--- config.mk ---
export PLATFORM = sky130hd
export DESIGN_NAME = syndrome_calc
export DESIGN_NICKNAME = d
export VERILOG_FILES = /design/src/rtl/syndrome_calc_pkg.sv /design/src/rtl/syndrome_calc_gf16_const_mul.sv /design/src/rtl/syndrome_calc.sv
export SDC_FILE = /design/constraint.sdc
export NUM_CORES = 1
export LEC_CHECK = 0
export BUFFER_PORTS_ARGS = -buffer_cell sky130_fd_sc_hd__buf_2
export CAP_MARGIN = 20
export CORE_MARGIN = 2
export CORE_UTILIZATION = 52
export DETAILED_ROUTE_END_ITERATION = 8
export GPL_TIMING_DRIVEN = 0
export PLACE_DENSITY = 0.83
export SYNTH_ARGS = -nofsm -noshare
export SYNTH_HDL_FRONTEND = slang
export SYNTH_SLANG_ARGS = --single-unit
--- constraint.sdc ---
create_clock -name CLK -period 1.7 [get_ports CLK]
set_input_delay 0.085 -clock CLK [delete_from_list [all_inputs] [get_ports CLK]]
set_output_delay 0.085 -clock CLK [all_outputs]
set_load 0.02 [all_outputs]
--- src/rtl/syndrome_calc_pkg.sv ---
// Shared constants, state type and GF(16) helper for the RS(15,11) syndrome stage.
// GF(16) is built on the primitive polynomial x^4 + x + 1.
package syndrome_calc_pkg;

   localparam logic [4:0]  GF_POLY = 5'b10011;
   localparam int unsigned SYM_W   = 4;
   localparam int unsigned N_SYM   = 15;
   localparam int unsigned N_SYND  = 4;

   // Horner multipliers alpha^j for S1..S4
   localparam logic [SYM_W-1:0] ALPHA1 = 4'h2;
   localparam logic [SYM_W-1:0] ALPHA2 = 4'h4;
   localparam logic [SYM_W-1:0] ALPHA3 = 4'h8;
   localparam logic [SYM_W-1:0] ALPHA4 = 4'h3;

   localparam logic [N_SYND*SYM_W-1:0] ALPHA_VEC = {ALPHA4, ALPHA3, ALPHA2, ALPHA1};

   // symbol counter value at which the accepted beat is r0
   localparam logic [3:0] CNT_LAST = 4'(N_SYM - 1);

   typedef enum logic [1:0] {
      S_IDLE,
      S_ACCUM,
      S_DONE
   } state_t;

   // shift-and-add GF(16) multiply, reducing by GF_POLY on each shift
   function automatic logic [SYM_W-1:0] gf16_mul(input logic [SYM_W-1:0] a,
                                                 input logic [SYM_W-1:0] b);
      logic [SYM_W-1:0] p;
      logic [SYM_W-1:0] x;
      p = '0;
      x = a;
      for (int unsigned i = 0; i < SYM_W; i++) begin
         if (b[i]) p = p ^ x;
         x = x[SYM_W-1] ? ({x[SYM_W-2:0], 1'b0} ^ GF_POLY[SYM_W-1:0])
                        : {x[SYM_W-2:0], 1'b0};
      end
      return p;
   endfunction

endpackage

--- src/rtl/syndrome_calc_gf16_const_mul.sv ---
// Combinational GF(16) multiply by a constant MULT.
module gf16_const_mul
   import syndrome_calc_pkg::*;
#(
   parameter logic [SYM_W-1:0] MULT = 4'h1
) (
   input  logic [SYM_W-1:0] a_in,
   output logic [SYM_W-1:0] p_out
);

   // constant operand folds the multiply into a small XOR network
   always_comb begin
      p_out = gf16_mul(a_in, MULT);
   end

endmodule

--- src/rtl/syndrome_calc.sv ---
// RS(15,11) syndrome stage: accumulates S1..S4 = r(alpha^j) by Horner's rule,
// one symbol per accepted beat, r14 first.
// Optional macro SYND_HOLD_EN adds SYND_READY and a DONE state that holds
// SYND_VALID until the consumer acknowledges.
module syndrome_calc
   import syndrome_calc_pkg::*;
(
   input  logic                    CLK,
   input  logic                    RESET,
   input  logic [SYM_W-1:0]        SYM_IN,
   input  logic                    SYM_VALID,
   input  logic                    SYM_START,
`ifdef SYND_HOLD_EN
   input  logic                    SYND_READY,
`endif
   output logic                    SYM_READY,
   output logic [N_SYND*SYM_W-1:0] SYND_OUT,
   output logic                    SYND_VALID,
   output logic                    ERR_DET
);

   state_t                        state_q, state_d;
   logic [3:0]                    cnt_q, cnt_d;
   logic [N_SYND-1:0][SYM_W-1:0]  acc_q, acc_d;
   logic [N_SYND-1:0][SYM_W-1:0]  acc_mul;
   logic [N_SYND-1:0][SYM_W-1:0]  acc_new;
   logic [N_SYND*SYM_W-1:0]       synd_q, synd_d;
   logic                          synd_valid_q, synd_valid_d;
   logic                          err_det_q, err_det_d;
   logic                          accept;

   for (genvar g = 0; g < N_SYND; g++) begin : g_mul
      gf16_const_mul #(
         .MULT(ALPHA_VEC[g*SYM_W +: SYM_W])
      ) u_mul (
         .a_in (acc_q[g]),
         .p_out(acc_mul[g])
      );
   end

   // Horner step candidate for every syndrome
   always_comb begin
      for (int unsigned j = 0; j < N_SYND; j++) begin
         acc_new[j] = acc_mul[j] ^ SYM_IN;
      end
   end

   // handshake: only the DONE state back-pressures the symbol stream
   always_comb begin
      SYM_READY = (state_q != S_DONE);
      accept    = SYM_VALID & SYM_READY;
   end

   // next-state, counter, accumulator and result update
   always_comb begin
      state_d      = state_q;
      cnt_d        = cnt_q;
      acc_d        = acc_q;
      synd_d       = synd_q;
      err_det_d    = err_det_q;
      synd_valid_d = 1'b0;
      case (state_q)
         S_IDLE: begin
            if (accept && SYM_START) begin
               acc_d   = {N_SYND{SYM_IN}};
               cnt_d   = 4'd1;
               state_d = S_ACCUM;
            end
         end
         S_ACCUM: begin
            if (accept) begin
               if (SYM_START) begin
                  // restart wins over r0: the partial word is abandoned
                  acc_d = {N_SYND{SYM_IN}};
                  cnt_d = 4'd1;
               end else if (cnt_q == CNT_LAST) begin
                  acc_d        = acc_new;
                  synd_d       = acc_new;
                  err_det_d    = |acc_new;
                  synd_valid_d = 1'b1;
                  cnt_d        = '0;
`ifdef SYND_HOLD_EN
                  state_d      = S_DONE;
`else
                  state_d      = S_IDLE;
`endif
               end else begin
                  acc_d = acc_new;
                  cnt_d = cnt_q + 4'd1;
               end
            end
         end
         S_DONE: begin
`ifdef SYND_HOLD_EN
            if (SYND_READY) begin
               state_d = S_IDLE;
            end else begin
               synd_valid_d = 1'b1;
            end
`else
            state_d = S_IDLE;
`endif
         end
         default: state_d = S_IDLE;
      endcase
   end

   // state and result registers
   always_ff @(posedge CLK or posedge RESET) begin
      if (RESET) begin
         state_q      <= S_IDLE;
         cnt_q        <= '0;
         acc_q        <= '0;
         synd_q       <= '0;
         synd_valid_q <= 1'b0;
         err_det_q    <= 1'b0;
      end else begin
         state_q      <= state_d;
         cnt_q        <= cnt_d;
         acc_q        <= acc_d;
         synd_q       <= synd_d;
         synd_valid_q <= synd_valid_d;
         err_det_q    <= err_det_d;
      end
   end

   assign SYND_OUT   = synd_q;
   assign SYND_VALID = synd_valid_q;
   assign ERR_DET    = err_det_q;

endmodule

# Yosys cells after proc, flatten, opt, wreduce, memory -nomap -nowiden
# Cells that the tools add are included.
# classes
n_addsub	1
n_eq_ne	7
muxes	25
n_bitwise	14
reduce_logical	7
# op_table
op	count
2-to-1 mux 16 bit	3
one-hot mux 16 bit (2 select lines)	1
2-to-1 mux 2 bit	11
XOR 4 bit	5
2-to-1 mux 4 bit	4
OR reduction 16 bit	1
NOT 2 bit	7
!= test 2 bit (second input constant)	5
one-hot mux 4 bit (2 select lines)	1
AND reduction 4 bit	2
adder 4 x 1 -> 4 bit (second input constant)	1
== test 4 bit (second input constant)	1
2-to-1 mux 1 bit	4
one-hot mux 2 bit (2 select lines)	1
AND reduction 3 bit	1
== test 2 x 1 -> 1 bit (second input constant)	1
zero test 2 bit	1
nonzero test 2 bit	1
bitwise AND 1 bit	1
logical AND 1 bit	1
NOT 1 bit	1
# word_totals
register_bits	40
in_bits	8
output_inout_bits	19
word_cells	63

# Longest topological paths before layout
# Gate-level depths: netlist of the first run.
# depth
ltp_word	10
mapped_depth	7
depth_no_buf	7

# Hierarchy
# From an unflattened synthesis of the first run, not the netlist that was laid out.
# hier_totals
cells_unflattened	219
area_unflattened_um2	2135.8
# by_module_without_submodules
module	instances	cells_per_inst	area_each_um2	seq_area_each_um2
syndrome_calc	1	203	1988.2	975.9
gf16_const_mul at g_mul[3].u_mul	1	4	50.0	0.0
gf16_const_mul at g_mul[2].u_mul	1	4	33.8	0.0
gf16_const_mul at g_mul[1].u_mul	1	4	32.5	0.0
gf16_const_mul at g_mul[0].u_mul	1	4	31.3	0.0

# Worst setup path before layout of the first run
# Ideal clock, no wire load.
# synth_path
path_kind	reg2reg
start	reg acc_q[9] (netlist name)
end	reg err_det_q (netlist: ERR_DET)
setup_time_ps	123
t_arrival_ps	1453
t_required_ps	1577
setup_slack_ps	124
stages_incl_launch_ff	7
n_path_buf	1
period_less_slack_ps	1576
cell_sequence	dfrtp_1 > buf_6 > or4_1 > a22oi_1 > nand4_1 > nor3_2 > a21oi_1
# synth_via
elab_chain_len	3
# synth_rtl
element	line_no	rtl
start, declared	syndrome_calc.sv:24	logic [N_SYND-1:0][SYM_W-1:0] acc_q, acc_d;
start signal, assigned	syndrome_calc.sv:113	acc_q <= '0;
start signal, assigned	syndrome_calc.sv:120	acc_q <= acc_d;
2-to-1 mux 2 bit	syndrome_calc_pkg.sv:36	x = x[SYM_W-1] ? ({x[SYM_W-2:0], 1'b0} ^ GF_POLY[SYM_W-1:0])
XOR 4 bit	syndrome_calc.sv:44	acc_new[j] = acc_mul[j] ^ SYM_IN;
OR reduction 16 bit	syndrome_calc.sv:79	err_det_d = |acc_new;
end signal, assigned	syndrome_calc.sv:123	err_det_q <= err_det_d;
end, declared	syndrome_calc.sv:29	logic err_det_q, err_det_d;
# No other way between the ends.
# A chain may end at the register's enable or synchronous reset.

# Worst setup path in the final report of the first run
# Ends and elaborated chain as after synthesis.

==> impl_metrics.tcl, run 1 <==
set metrics [dict create \
    status "finished, final reports clean" \
    cts.path.max_buffers 2 \
    cp-end-kind "register" \
    p_comb_frac 0.386 \
    crit_cells 6 \
    cellLeakagePower_nw 1.225 \
    grt_setup_unrepaired "yes" \
    cts_sinks 39 \
    yosysWarnings 0 \
    synthMuxAreaShare 0.01832 \
    numCtsBuffers 5 \
    switchingPower_mw 1.083 \
    internal_power_mw 1.873 \
    synth_top_family_by_area "simple AND/OR/NAND/NOR gates" \
    hold_slack_ns 0.1565 \
    worstPathArrival_ns 1.86 \
    critPathLaunchType "register" \
    whs_path_depth 3 \
    period_minus_slack_ns 1.683 \
    power_mw 2.956 \
    powerDensity_nw_per_um2 1134 \
    cts_root_buf "clkbuf_8" \
    crit_fanout 9 \
    num_io_pins 27 \
    wirelength_mm 5.045 \
    synth_nets 271 \
    path_class "reg -> reg" \
    worstPathRequired_ns 1.88 \
    via_per_inst 5.650 \
    mostFrequentLayoutCell "nand2_1" \
    start_util 0.5370 \
    die_w_um 70.83 \
    hpwl_mm 3.597 \
    drt-initial-drc-count 93 \
    fin_skew_ns 0.007815 \
    switching_share 0.3663 \
    grt_usage 0.2229 \
    synthAdderAreaFrac 0.01078 \
    synth-seq-cells 39 \
    globalplace.congestion 0.8985 \
    maxCapViolCount 0 \
    post_drt_wl_per_cell_um 14.71 \
    critPathSlowestCell "or4_1" \
    seqPwrFrac 0.398 \
    fin_nets 301 \
    seq_area_frac_synth 0.4203 \
    first_pass_iters 4 \
    path_cells "buf_6, or4_1, a22oi_1, nand4_1, nor3_2, a21oi_1" \
    synth-xor-area-share 0.1428 \
    grt_pass1_wl_mm 8.942 \
    ant_nets 0 \
    synth_ff_type "dfrtp_1" \
    port_buffers 22 \
    avgSynthCellArea_um2 8.897 \
    max_stage_delay_ns 0.51 \
    fin_crit_sh 0.9901 \
    vias 1938 \
    row_count 24 \
    n_antenna_cell 0 \
    cts_setup_buffers 0 \
    clk_pin_slew_worst_paths_ns 0.07 \
    synthSimpleGateAreaFrac 0.1713 \
    nFillCells 391 \
    clk_latency_ns 0.29 \
    synth_compound_area_frac 0.1703 \
    setup_tns_ns 0 \
    synth_edf_count 0 \
    hold_class "in -> reg" \
    grt_pass1_vias 1958 \
    fp.dieH_um 70.83 \
    layout_setup_ws_ns 0.01691 \
    synth.cell_area_um2 2322 \
    grt_max_degree 40 \
    netlist_instances 261 \
    drc 0 \
    dpl_worst_slack_ns 0.01434 \
    antenna_found_initial 0 \
    finalMaxSlewViolations 0 \
    async_flop_share 1.000 \
    clockPowerShare 0.216 \
    core_area_um2 4324 \
    finalHoldViolations 0 \
    cp_num_buf_inv 1 \
    ir_drop_mv 0.5091 \
    maxSlewHeadroom 0.4484 \
    stdcell_count 343 \
    areaGrowthSynthToFinish_pct 12.28 \
    grt_remaining_overflow 0 \
    fmax_ghz 0.5941 \
    placed_cells 335 \
    final_cell_mix "nand2_1 (42), dfrtp_1 (38), buf_2 (31)" \
    worst_slew_pin_slew_ns 0.8261 \
    dieArea_um2 5016 \
    final-setup-viol-count 0 \
    cts_tree "done" \
    yosysUniqueCellTypes 48 \
    critPathTopFamily "simple AND/OR/NAND/NOR gates" \
    layout-drive-gt1-share 0.1993 \
    ff2ff_path_depth 6 \
    h-tree-depth 2 \
]
-- path summary, 6_finish.rpt --
check | startpoint | endpoint | slack (ns)
setup / recovery | acc_q[9] | ERR_DET | 0.02
hold / removal | SYM_VALID | cnt_q[0] | 0.16
setup reg to reg | acc_q[9] | ERR_DET | 0.02
hold reg to reg | SYND_OUT[12] | SYND_OUT[12] | 0.46
max in group asynchronous | RESET | state_q[0] | 0.62
min in group asynchronous | RESET | SYND_OUT[4] | 0.50
-- routing by layer --
layer	vias up	track usage	routed length (um)
li1	947	-	-
met1	927	0.2839	2206
met2	50	0.3645	2470
met3	14	0.04416	248
met4	0	0.1069	119
met5	-	0	0
-- synth_stat cells, drive strengths merged (2+ instances only) --
cell	instances	area [um^2]
a21o	4	31.28
a21oi	7	35.03
a22o	2	17.52
a31oi	5	31.28
and3	5	32.53
buf	15	101.3
clkbuf	8	30.03
dfrtp	39	975.9
ha	2	25.02
inv	5	18.77
mux2	2	22.52
mux2i	2	20.02
nand2	42	157.7
nand3	4	25.02
nand4	2	12.51
nor2	13	48.80
nor2b	2	12.51
nor3	7	40.04
nor3b	3	22.52
nor4	2	12.51
o21ai	36	183.9
o32ai	3	26.28
xnor2	18	157.7
xor2	19	173.9
-- cell families after synthesis --
group                    Yosys count
AND/OR/NAND/NOR                   85
multiplexers                       4
AO/OA/AOI/OAI                     65
adder cells (fa/ha/maj)            2
flip-flops                        39
buffers and inverters             28
XOR/XNOR                          37
other                              1
-- repair_timing --
item / 4_1_cts / 5_1_grt
hold endpoints to repair: 39 / 0
endpoints found under the setup margin: 1 / 22
hold buffers: 1 / 0
gates resized for setup: 0 / 8
pin swaps: 1 / 0
-- flip-flops by register name, summed over array words and instances (netlist names) --
name        cells
SYND_OUT       16
ERR_DET         1
state_q         1
SYND_VALID      1
cnt_q           4
acc_q          16
-- power groups by stage --
stage	registers [mW]	clock network, mW	logic (mW)
after floorplan	1.16	0	0.941
after global placement	1.18	0	1.09
after detailed placement	1.19	0	1.13
after CTS	1.17	0.648	1.14
after global routing	1.20	0.693	1.28
final	1.18	0.639	1.14
-- stage by stage --
stage / instance area, um^2 / util
finish: 2608 / 0.6030
floorplan: 2322 / -
detailed placement: 2497 / 0.5775
global route: 2608 / 0.6030
CTS: 2595 / 0.6001
global placement: 2497 / 0.5775
-- final cells by class --
| cell class | instances | area (um^2) | share of cell area |
|---|---|---|---|
| multi-input cells | 194 | 1204 | 0.4616 |
| clock inverters | 1 | 5.005 | 0.001919 |
| well taps | 52 | 65.06 | 0.02495 |
| clock buffers | 6 | 82.58 | 0.03167 |
| repair buffers | 23 | 120.1 | 0.04607 |
| flip-flops and latches | 39 | 977.2 | 0.3748 |
| plain buffers | 23 | 135.1 | 0.05182 |
| inverters | 5 | 18.77 | 0.007198 |
-- worst register-to-register path: cells and delay by family, from the launching register on --
| family | cells | cell delay, ns |
|---|---|---|
| DFF | 1 | 0.38 |
| AOI/OAI and AO/OA | 2 | 0.28 |
| buffers and inverters | 1 | 0.14 |
| and+or+nand+nor | 3 | 0.77 |
Note: power is estimated with default switching activity, not from simulation.
==> run 2, diff against run 1 <==
- PLACE_DENSITY: 0.83 -> 0.81
==> run 2 against run 1 <==
- global-route usage decreased by 1.1 points
- clock skew increased by 0.0016 ns
- worst setup slack improved by 0.024 ns
- critical path type unchanged
- core utilization increased by 1.7 points
- die area unchanged
- clock power increased by 27%
==> impl_metrics.tcl, run 2 (synthesized netlist as in run 1, its figures left out) <==
set metrics [dict create \
    status "finished, final reports clean" \
    maxSlewHeadroom 0.4573 \
    vias 1962 \
    critPathLaunchType "register" \
    path_class "reg -> reg" \
    cts_root_buf "clkbuf_8" \
    cellLeakagePower_nw 1.265 \
    finalMaxSlewViolations 0 \
    finalHoldViolations 0 \
    seqPwrFrac 0.370 \
    grt_pass1_wl_mm 8.445 \
    clk_pin_slew_worst_paths_ns 0.08 \
    worstPathRequired_ns 1.89 \
    wirelength_mm 4.969 \
    grt_max_degree 40 \
    cts_tree "done" \
    p_comb_frac 0.374 \
    port_buffers 22 \
    worstPathArrival_ns 1.85 \
    powerDensity_nw_per_um2 1186 \
    period_minus_slack_ns 1.659 \
    switching_share 0.3466 \
    row_count 24 \
    fin_skew_ns 0.009369 \
    grt_pass1_vias 1880 \
    cts.path.max_buffers 2 \
    grt_setup_unrepaired "yes" \
    clockPowerShare 0.255 \
    crit_fanout 4 \
    areaGrowthSynthToFinish_pct 15.52 \
    num_io_pins 27 \
    maxCapViolCount 0 \
    hold_class "in -> reg" \
    hpwl_mm 3.500 \
    n_antenna_cell 0 \
    fp.dieH_um 70.83 \
    final-setup-viol-count 0 \
    critPathSlowestCell "or4_1" \
    cp_num_buf_inv 1 \
    post_drt_wl_per_cell_um 14.20 \
    place_area_um2 2497 \
    via_per_inst 5.606 \
    ant_nets 0 \
    core_area_um2 4324 \
    ir_drop_mv 0.4719 \
    grt_remaining_overflow 0 \
    drt-initial-drc-count 158 \
    layout-drive-gt1-share 0.2181 \
    switchingPower_mw 1.103 \
    grt_usage 0.2121 \
    drc 0 \
    numCtsBuffers 5 \
    dieArea_um2 5016 \
    final_cell_mix "nand2_1 (42), dfrtp_1 (38), buf_2 (33)" \
    die_w_um 70.83 \
    antenna_found_initial 0 \
    start_util 0.5370 \
    fin_nets 307 \
    design_area_um2 2683 \
    internal_power_mw 2.078 \
    max_stage_delay_ns 0.51 \
    globalplace.congestion 0.8396 \
    h-tree-depth 2 \
    placed_cells 335 \
    fmax_ghz 0.6029 \
    critPathTopFamily "simple AND/OR/NAND/NOR gates" \
    fin_crit_sh 0.9757 \
    stdcell_count 350 \
    mostFrequentLayoutCell "nand2_1" \
    first_pass_iters 4 \
    path_cells "buf_6, or4_1, a22oi_1, nand4_1, nor3_2, a21oi_1" \
    worst_slew_pin_slew_ns 0.8128 \
    clk_latency_ns 0.30 \
    cts_sinks 39 \
    cp-end-kind "register" \
]
-- run 2: repair_timing --
item,4_1_cts,5_1_grt
setup endpoints to repair,0,28
gates resized for setup,0,10
hold buffers,1,0
buffers inserted,0,6
endpoints found under the hold margin,39,0
-- run 2: final timing paths --
kind,cells after the start,to,slack [ns],start
worst max-delay path,6,ERR_DET,0.04,acc_q[6]
max in group asynchronous,3,state_q[0],0.62,RESET
worst min register to register,2,SYND_OUT[12],0.46,SYND_OUT[12]
worst min-delay path,2,state_q[0],0.15,SYM_START
worst max register to register,6,ERR_DET,0.04,acc_q[6]
min in group asynchronous,3,SYND_OUT[7],0.50,RESET
-- run 2: layout make-up --
class | instances | area, um^2
Sequential cell | 39 | 977.2
Inverter | 5 | 18.77
Multi-Input combinational cell | 194 | 1204
Tap cell | 52 | 65.06
Timing Repair Buffer | 29 | 165.2
Clock inverter | 2 | 35.03
Fill cell | 376 | 1642
Clock buffer | 6 | 82.58
Buffer | 23 | 135.1
-- run 2: power by group through the flow --
stage | Clock (mW) | Sequential (mW) | Combinational (mW)
global placement | 0 | 1.18 | 1.08
CTS | 0.821 | 1.17 | 1.13
floorplan | 0 | 1.16 | 0.941
detailed placement | 0 | 1.19 | 1.12
finish | 0.812 | 1.18 | 1.19
global route | 0.869 | 1.19 | 1.33
-- run 2: per-stage QoR --
| stage | hold WS (ns) | util | total power, mW | TNS (ns) | setup WS [ns] |
|---|---|---|---|---|---|
| global placement | 0.4275 | 0.5775 | 2.265 | 0 | 0.05517 |
| floorplan | 0.2889 | - | 2.101 | 0 | 0.1237 |
| CTS | 0.1271 | 0.6071 | 3.125 | 0 | 0.0001965 |
| detailed placement | 0.2928 | 0.5775 | 2.315 | 0 | 0.01530 |
| global route | 0.1710 | 0.6204 | 3.393 | -0.07254 | -0.07254 |
| finish | 0.1514 | 0.6204 | 3.181 | 0 | 0.04132 |
-- run 2: metal layers --
layer	global-route usage	up-vias	wire length (um)
met5	0	-	0
met1	0.2574	941	2106
li1	-	956	-
met3	0.03989	8	218
met4	0.07338	0	91
met2	0.3769	57	2552
